## config.mk

```make
export PLATFORM = sky130hd
export DESIGN_NAME = seven_segment_scanner
export DESIGN_NICKNAME = d
export VERILOG_FILES = /design/src/rtl/seven_segment_scanner.sv
export SDC_FILE = /design/constraint.sdc
export NUM_CORES = 1
export LEC_CHECK = 0
export CORE_ASPECT_RATIO = 2
export CORE_MARGIN = 4
export CORE_UTILIZATION = 35
export DETAILED_ROUTE_END_ITERATION = 8
export SLEW_MARGIN = 0
export SYNTH_ARGS = -nofsm -noshare
export SYNTH_HDL_FRONTEND = slang
export SYNTH_SLANG_ARGS = --single-unit
```

## constraint.sdc

```tcl
create_clock -name clk -period 5.6 [get_ports clk]
set_input_delay 1.12 -clock clk [delete_from_list [all_inputs] [get_ports clk]]
set_output_delay 1.12 -clock clk [all_outputs]
set_load 0.05 [all_outputs]
```

## src/rtl/seven_segment_scanner.sv

```systemverilog
// Multiplexed BCD seven-segment scanner with shadow-register updates committed at frame boundaries.
// Optional build macro: LEADING_ZERO_SUPPRESS_EN blanks leading zero digits (digit 0 always shown).
module seven_segment_scanner #(
  parameter int NUM_DIGITS = 4,
  parameter int SCAN_DIV   = 1000,
  parameter bit ACTIVE_LOW = 1'b0
) (
  input  logic                    clk,
  input  logic                    rst,
  input  logic                    load,
  input  logic [4*NUM_DIGITS-1:0] bcd_in,
  output logic [6:0]              segments_out,
  output logic [NUM_DIGITS-1:0]   digit_sel,
  output logic                    frame_start,
  output logic                    update_pending
);

  localparam int CW = $clog2(SCAN_DIV);
  localparam int IW = $clog2(NUM_DIGITS);
  localparam logic [CW-1:0] CNT_MAX = CW'(SCAN_DIV - 1);
  localparam logic [IW-1:0] IDX_MAX = IW'(NUM_DIGITS - 1);

  function automatic logic [6:0] f_decode(input logic [3:0] nib);
    logic [6:0] seg;
    case (nib)
      4'd0:    seg = 7'b0111111;
      4'd1:    seg = 7'b0000110;
      4'd2:    seg = 7'b1011011;
      4'd3:    seg = 7'b1001111;
      4'd4:    seg = 7'b1100110;
      4'd5:    seg = 7'b1101101;
      4'd6:    seg = 7'b1111101;
      4'd7:    seg = 7'b0000111;
      4'd8:    seg = 7'b1111111;
      4'd9:    seg = 7'b1101111;
      default: seg = 7'b0000000;
    endcase
    return seg;
  endfunction

  function automatic logic [NUM_DIGITS-1:0] f_blank_mask(input logic [4*NUM_DIGITS-1:0] val);
    logic [NUM_DIGITS-1:0] mask;
    mask = '0;
`ifdef LEADING_ZERO_SUPPRESS_EN
    begin
      logic all_zero;
      all_zero = 1'b1;
      // Walk down from the top digit; a digit is blank while it and everything above is zero.
      for (int i = NUM_DIGITS - 1; i >= 1; i--) begin
        all_zero = all_zero && (val[4*i +: 4] == 4'h0);
        mask[i]  = all_zero;
      end
    end
`else
    mask = '0;
`endif
    return mask;
  endfunction

  logic [CW-1:0]           r_cnt;
  logic [IW-1:0]           r_idx;
  logic [4*NUM_DIGITS-1:0] r_active;
  logic [4*NUM_DIGITS-1:0] r_shadow;
  logic                    r_pending;
  logic                    r_frame_start;
  logic [6:0]              r_seg;
  logic [NUM_DIGITS-1:0]   r_sel;

  logic                    w_tick;
  logic                    w_wrap;
  logic [IW-1:0]           w_idx_nxt;
  logic [4*NUM_DIGITS-1:0] w_active_nxt;
  logic [NUM_DIGITS-1:0]   w_mask;
  logic [3:0]              w_nib;
  logic [6:0]              w_seg_nxt;
  logic [NUM_DIGITS-1:0]   w_sel_nxt;

  // Next index and next active value; outputs are built from these so they change with the index.
  always_comb begin
    w_tick    = (r_cnt == CNT_MAX);
    w_wrap    = w_tick && (r_idx == IDX_MAX);
    w_idx_nxt = r_idx;
    if (w_tick) begin
      w_idx_nxt = (r_idx == IDX_MAX) ? '0 : r_idx + IW'(1);
    end
    w_active_nxt = r_active;
    if (w_wrap && load) begin
      w_active_nxt = bcd_in;
    end else if (w_wrap && r_pending) begin
      w_active_nxt = r_shadow;
    end
    w_mask    = f_blank_mask(w_active_nxt);
    w_nib     = w_active_nxt[{w_idx_nxt, 2'b00} +: 4];
    w_seg_nxt = w_mask[w_idx_nxt] ? 7'b0000000 : f_decode(w_nib);
    w_sel_nxt = NUM_DIGITS'(1) << w_idx_nxt;
  end

  always_ff @(posedge clk) begin
    if (rst) begin
      r_cnt         <= '0;
      r_idx         <= '0;
      r_active      <= '1;
      r_shadow      <= '1;
      r_pending     <= 1'b0;
      r_frame_start <= 1'b0;
      r_seg         <= {7{ACTIVE_LOW}};
      r_sel         <= NUM_DIGITS'(1) ^ {NUM_DIGITS{ACTIVE_LOW}};
    end else begin
      r_cnt    <= w_tick ? '0 : r_cnt + CW'(1);
      r_idx    <= w_idx_nxt;
      r_active <= w_active_nxt;
      if (load) begin
        r_shadow <= bcd_in;
      end
      // A load on the wrap edge bypasses the shadow, so nothing is left pending.
      if (load) begin
        r_pending <= !w_wrap;
      end else if (w_wrap) begin
        r_pending <= 1'b0;
      end
      r_frame_start <= w_wrap;
      r_seg         <= w_seg_nxt ^ {7{ACTIVE_LOW}};
      r_sel         <= w_sel_nxt ^ {NUM_DIGITS{ACTIVE_LOW}};
    end
  end

  assign segments_out   = r_seg;
  assign digit_sel      = r_sel;
  assign frame_start    = r_frame_start;
  assign update_pending = r_pending;

endmodule

```

======== Word-level counts from Yosys, hierarchy flattened ========
Memories as Yosys holds them, arrays and structs flattened. A register that Yosys moved wholly into a read port is not among the register bits.
Cells that the tools add are included.
word-level totals
  register bits after elaboration ......... 50
  bits of input ports ..................... 19
  output and inout port bits .............. 13
  memory bits (read-only) ................. 112
  memories ................................ 1
memory list
  memory            depth  bits a word  rd ports  clocked after memory_dff  write ports  RTL line  RTL
  (name not given)  16     7            1         1                         0            25        case (nib)
operators by class
  multiplexer cells ....................... 8
  $lt $le $gt $ge ......................... 1
  shift operators ......................... 2
  equal/unequal tests ..................... 2
  $add $sub $neg .......................... 2
  reductions and logical operators ........ 7
operators by type and width
  operator                 number
  $mux W16                 2
  $shiftx A16 B5 Y4        1
  $add A10 B1 Y10 const B  1
  $eq A10 B10 Y1 const B   1
  $mux W2                  2
  $reduce_or A2 Y1         2
  $shl A1 B2 Y4 const A    1
  $logic_and A1 B1 Y1      3
  $lt A2 B3 Y1 const B     1
  $mux W1                  3
  $add A2 B1 Y2 const B    1
  $bmux W1 S2              1
  $eq A2 B2 Y1 const B     1
  $reduce_bool A2 Y1       1
  $logic_not A1 Y1         1

======== Logic depth before layout (Yosys ltp) ========
  depth after elaboration ................. 6
  gate-level depth with buffers ........... 13
  depth with buffers taken out ............ 11

======== Least setup slack after synthesis ========
OpenSTA, ideal clock, no wires.
  kind .................................... input to register
  start point ............................. input load
  end point ............................... register r_seg[6], in the netlist segments_out[6]
  path slack .............................. 2.236 ns
  arrival time ............................ 3.290 ns
  stages on the path ...................... 11
  cell sequence ........................... clkbuf_1 clkbuf_1 nand3b_1 o41ai_1 a221oi_1 o22ai_1 a221oi_2 inv_1 ha_1 mux2_2 o21ai_0
between the ends
  longest elaborated chain between the ends .. 3
RTL lines
  what                 RTL line  RTL
  start, declared      10        input logic load,
  $logic_and A1 B1 Y1  87        if (w_wrap && load) begin
  $mux W16             87
  $shiftx A16 B5 Y4    93        w_nib = w_active_nxt[{w_idx_nxt, 2'b00} +: 4];
  end, declared        66        logic [6:0] r_seg;
Every way passes these cells.
A chain may end at the register's enable or synchronous reset.

======== Final worst setup path ========
Ends and elaborated chain as after synthesis.

==> results.md <==
* Pre-CTS WS at 1429 ps
* CP Max Fanout at 40
* Via count at 2405
* Die X at 71.53 um
* Wire per inst at 15.96 um
* Final GP Congestion at 0.9246
* Clock Skew at 4.803 ps
* DP Wirelength at 4950 um
* DRT Wirelength at 6960 um
* Clock share of power at 52.6%
* Outcome: finished, final reports clean
* Fill cells at 765
* Unrepaired setup endpoints after global routing: no
* Syn Inst Count at 312
* Min Hold Slack at 467.6 ps
* Starting Density at 35.83%
* Vias/cell at 5.516
* Full die area at 0.009661 mm2
* Period utilization at 69.21%
* Kind of end point of the critical path: register
* FP Rows at 46
* GRT Residual Overflow at 0
* Pwr dens at 294.8 mW/mm2
* Worst Path Required at 5860 ps
* Worst Path Arrival at 4130 ps
* Nets at 363
* Total nets after synthesis at 339
* Post-synthesis adder-cell area fraction at 3.543%
* Post-Synth XOR/XNOR Area at 2.480%
* Largest net degree at the start of global routing at 41
* Layout cell share with drive strength beyond 1 at 13.24%
* Leakage power at 1.351 nW
* TritonCTS Buffers at 9
* Power share of the combinational group at 6.2%
* Fin. max-slew vios at 0
* Initial DRC count at 135
* MaxCap Viol Count at 0
* Post-synth ARST share at 0%
* Mux share of post-synthesis cell area at 5.359%
* Peak VDD IR at 0.0001875 V
* Slew Limit Headroom at 20.42%
* Antenna Cells at 0
* Clock root cell: clkbuf_16
* Post-Synth Simple-Gate Area at 24.76%
* Leading area contributor after synthesis: dfxtp_1
* Largest family of logic cells by synthesized area: simple AND/OR/NAND/NOR gates
* Overall routing resource usage at 15.62%
* H-tree depth at 3
* Setup TNS Final at 0 ps
* P_int at 0.8085 mW
* IO buf count at 31
* Sequential fraction of the synthesis area at 40.39%
* Finish-stage setup viols at 0
* Worst-margin pin slew at 1184 ps
* Final Hold Viols at 0
* Top Ports at 32
* Top cells by area, synth: dfxtp_1, mux2i_1, nand2_1, nor2_1, ha_1
* CTS clk-pin slew, worst paths at 50 ps
* Flop pwr share at 41.1%
* First-pass GRT wire length at 11450 um
* Synthesized area at 0.002825 mm2
* DR pass1 iterations at 4
* Sw Share at 21.20%
* Post-synth top area share at 40.39%
* Fmax at 0.2580 GHz
* Synth cell types at 54
* Worst Hold Class: register to register
* Final Critical Period at 3876 ps
* Clk buf depth at 2
* Worst Setup Path Type: primary input to register
* Startpoint Class: primary input
* Hold-fix buffers at CTS at 0
* Core Region at 0.007885 mm2
* Antenna violations before repair at 0
* Final worst setup slack at 1724 ps
* Top FF cell, synth: dfxtp_1
* Layout area overhead at 23.21%
* CTS resizes at 0
* CTS tree: done
* Setup Fix Bufs, Post-CTS at 0
* Clock sinks at 57
* R2R depth at 10
* Synth Register Bits at 57
* Compound-Gate Fraction of Synth Area at 18.82%
* Total Power at 1.026 mW
* Clk_lat worst skew at 330 ps
* Die Span Y at 135.1 um
* Min-Delay Path Depth at 2
* NetSw at 0.2175 mW
* Vias in the first global route at 2340
* Drt drc at 0
* Mean post-synth cell area at 9.055 um2
* Routed Antenna Nets at 0
* Synth warn at 0
* Number of flops mapped to enable cells by yosys at 0
[cells in the final DEF, fill, tap and decap left out, drive strengths merged, types with 7 or more instances in the layout]
| master | synthesis | layout |
|---|---|---|
| a21oi | 7 | 7 |
| a221oi | 8 | 8 |
| clkbuf | 12 | 12 |
| clkdlybuf4s50 | 0 | 31 |
| dfxtp | 57 | 57 |
| ha | 8 | 8 |
| inv | 10 | 10 |
| mux2i | 14 | 14 |
| nand2 | 33 | 33 |
| nand3b | 7 | 7 |
| nand4 | 10 | 10 |
| nor2 | 30 | 30 |
| nor3 | 8 | 8 |
| o22ai | 11 | 11 |
| o41ai | 7 | 7 |
| or2 | 11 | 11 |
| or3b | 7 | 7 |
[synth_stat cells (6+ instances only)]
library cell	number
nor3_1	7
a221oi_1	7
nand3b_1	7
a21oi_1	7
ha_1	8
mux2i_1	14
dfxtp_1	57
nand2_1	33
clkbuf_1	12
or3b_2	7
buf_2	6
inv_1	10
nand4_1	9
o41ai_1	7
o22ai_1	10
nor2_1	30
or2_2	9
xor2_1	6
[path summary, 6_finish.rpt]
check	slack, ps	startpoint	endpoint
max	1720	load	segments_out[6]
min reg2reg	470	r_shadow[15]	r_shadow[15]
max reg2reg	1770	r_cnt[0]	segments_out[6]
min	470	r_shadow[15]	r_shadow[15]
[kinds of logic (layout without fill, tap and decap cells)]
group                      after synthesis  in the layout
buffers and inverters                   31             59
xor gates and xnor gates                 8              8
adders and majority gates                8              8
AOI/OAI and AO/OA                       67             67
muxes                                   15             15
DFF                                     57             57
and+or+nand+nor                        126            126
[routing by layer]
layer	global-route usage [%]	vias to the layer above	routed length, um
li1	-	1210	-
met1	16.49	1135	2695
met2	26.90	47	3766
met3	4.322	13	270
met4	9.414	0	227
met5	0	-	0
[per-stage QoR]
step                      std cells  cell area (um2)  utilization [%]
after floorplan                 312             2825                -
after global placement          421             3184            40.38
after detailed placement        421             3184            40.38
after CTS                       436             3481            44.14
after global routing            436             3481            44.14
final                           436             3481            44.14
[sequential cells by signal, indices dropped and copies added (netlist names)]
signal	flops
r_active	16
r_shadow	16
r_cnt	10
segments_out	7
digit_sel	4
r_idx	2
frame_start	1
update_pending	1
[critical path: stages]
cell and delay (ps):
clkdlybuf4s50_1 480, buf_4 400, or3b_2 200, o41ai_1 60, a221oi_1 320, o22ai_1 160
a221oi_2 570, inv_1 200, ha_1 240, mux2_2 250, o21ai_0 130
[power by group through the flow]
stage          sequential, mW  combinational, mW  clock [mW]
2_1_floorplan           0.430             0.0367           0
3_3_place_gp            0.430             0.0625           0
6_report                0.422             0.0636       0.540
5_1_grt                 0.423             0.0698       0.572
3_5_place_dp            0.430             0.0638           0
4_1_cts                 0.422             0.0641       0.554
[area by class of cell]
class / instances / area, um2 / area share (%)
tap: 96 / 120.1 / 3.451
multi-input combinational: 224 / 1553 / 44.61
inverter: 10 / 37.54 / 1.078
clock buffer: 12 / 256.5 / 7.369
timing repair buffer: 34 / 332.8 / 9.561
clock inverter: 3 / 40.04 / 1.150
sequential: 57 / 1141 / 32.78
Power figures use the tool's default switching activity.
==> edit (same settings) <==
Register the inputs `load` and `bcd_in` before use. The logic sees them one clock later.
--- a/src/rtl/seven_segment_scanner.sv
+++ b/src/rtl/seven_segment_scanner.sv
@@ -20,4 +20,12 @@
   localparam logic [CW-1:0] CNT_MAX = CW'(SCAN_DIV - 1);
   localparam logic [IW-1:0] IDX_MAX = IW'(NUM_DIGITS - 1);
+
+  logic load_q;
+  logic [4*NUM_DIGITS-1:0] bcd_q;
+
+  always_ff @(posedge clk) begin
+    load_q <= load;
+    bcd_q  <= bcd_in;
+  end
 
   function automatic logic [6:0] f_decode(input logic [3:0] nib);
@@ -85,6 +93,6 @@
     end
     w_active_nxt = r_active;
-    if (w_wrap && load) begin
-      w_active_nxt = bcd_in;
+    if (w_wrap && load_q) begin
+      w_active_nxt = bcd_q;
     end else if (w_wrap && r_pending) begin
       w_active_nxt = r_shadow;
@@ -110,9 +118,9 @@
       r_idx    <= w_idx_nxt;
       r_active <= w_active_nxt;
-      if (load) begin
-        r_shadow <= bcd_in;
+      if (load_q) begin
+        r_shadow <= bcd_q;
       end
       // A load on the wrap edge bypasses the shadow, so nothing is left pending.
-      if (load) begin
+      if (load_q) begin
         r_pending <= !w_wrap;
       end else if (w_wrap) begin
Function: changed (a bounded check fails within 4 cycles, from zero or initial values and one cycle with rst high).
==> edit against the unedited design <==
  * Largest power group is now sequential cells
  * Worst setup slack better by 420 ps
  * Routed wire length is 11% lower
  * Die area rose by 4.9%
  * Power grew 11%
  * Sequential cell count rose by 17
  * Register-to-register slack gained 380 ps
  * Non-clock buffer count fell by 1
  * Synthesized area up 5.4%
  * Cell area is 4.2% higher
==> edit: results (changes against the unedited design) <==
The run finished with clean final reports. Transition time at the pin with the least slew margin: 1160 ps (was 1180 ps). The tools report the count of vias placed by the detailed router as 2218 (was 2405). Count of filler cells inserted in the layout: 802 (was 765). The number of signal-net buffers in the layout was 33 (was 34).

The tools report the worst hold path startpoint as r_shadow[13] (was r_shadow[15]). For the placed instance area, the log shows 3350 sq um (was 3180 sq um). Registers with the most flip-flops: bcd_q: 16 flops, r_active: 16 flops, r_shadow: 16 flops (was r_active: 16 flops, r_shadow: 16 flops, r_cnt: 10 flops). The sink of the worst hold path is r_shadow[13] (was r_shadow[15]). For the initial detailed-routing violation count, the log shows 112 (was 135). The logs give 37 (was 41) for the largest net degree at the start of global routing and 0.743 (was 0.925) for the placer congestion estimate. The cell total after placement is 405 (was 421). The data-path buffer share of cell area in the final layout is 8.97% (was 9.56%). The logs give 277 um (was 270 um) for the met3 wirelength from detailed routing and 2.46 mm (was 2.70 mm) for the routed metal-1 wirelength. The sequential share of the synthesized area was 49.7% (was 40.4%); the count of multi-input combinational gates was 195 (was 224). The cell with the biggest individual delay on the critical path was sky130_fd_sc_hd__and4_1 (was sky130_fd_sc_hd__a221oi_2).

The worst clock skew on the final layout was 8.80 ps (was 4.80 ps). The clock network contribution to total cell area works out to 7.56% (was 8.52%). The data arrival time of the critical path is 3690 ps (was 4130 ps).

The gate family responsible for the most delay along the worst path is simple AND/OR/NAND/NOR gates (was compound AO/OA/AOI/OAI gates). The area of the mapped netlist is 2980 sq um (was 2830 sq um), and the final net count is 345 (was 363). The logs give 1400 sq um (was 1550 sq um) for the multi-input combinational cell area and 45 (was 54) for the count of different cell masters after synthesis. The met3 capacity usage during global routing is 3.78% (was 4.32%), and the post-place setup slack is 2120 ps (was 1430 ps). The logs give 3.33 mm (was 3.77 mm) for the wire length on met2 and 6.19 mm (was 6.96 mm) for the total length of routed wires. The non-clock inverter count in the final layout was 5 (was 10).

Commonest cells in the synthesized netlist: 74 x sky130_fd_sc_hd__dfxtp_1, 31 x sky130_fd_sc_hd__nand2_1, 18 x sky130_fd_sc_hd__nor2_1 (was 57 x sky130_fd_sc_hd__dfxtp_1, 33 x sky130_fd_sc_hd__nand2_1, 30 x sky130_fd_sc_hd__nor2_1). The global-route total usage across every layer is 13.3% (was 15.6%). The share of the final layout cell area in multi-input gates was 38.7% (was 44.6%); the number of flip-flops and latches was 74 (was 57). For the met2 usage in global routing, the log shows 22.3% (was 26.9%). Achievable clock frequency: 0.290 GHz (was 0.258 GHz).

Standby leakage power: 0.00143 uW (was 0.00135 uW). Type of the worst setup path: reg2reg (was in2reg). The number of clock buffers in the layout was 10 (was 12). The tools report the global-route wire length before repair as 10.4 mm (was 11.5 mm).
[edit: cell types whose count changed after synthesis, moves of 8 or more]
| cell | before | now |
|---|---|---|
| sky130_fd_sc_hd__a22o_1 | 0 | 8 |
| sky130_fd_sc_hd__a22oi_1 | 2 | 17 |
| sky130_fd_sc_hd__dfxtp_1 | 57 | 74 |
| sky130_fd_sc_hd__nor2_1 | 30 | 18 |
| sky130_fd_sc_hd__or2_2 | 9 | 0 |
[edit: power breakdown]
group	internal, uW	switching (uW)	leakage, uW	total (uW)
Sequential	543	12.2	0.000608	555
Combinational	27.6	27.2	0.000681	54.8
Clock	337	195	0.000138	532
[edit: kinds of logic (layout without fill, tap and decap cells)]
kind of cell	count (synthesis)	in the layout	share of synthesized area, %
AO/OA/AOI/OAI	67	67	18.1
XOR/XNOR	8	8	2.35
adder cells (fa/ha/maj)	8	8	3.36
buffers and inverters	21	52	3.11
flip-flops	74	74	49.7
multiplexers	20	20	6.85
AND/OR/NAND/NOR	92	92	16.5
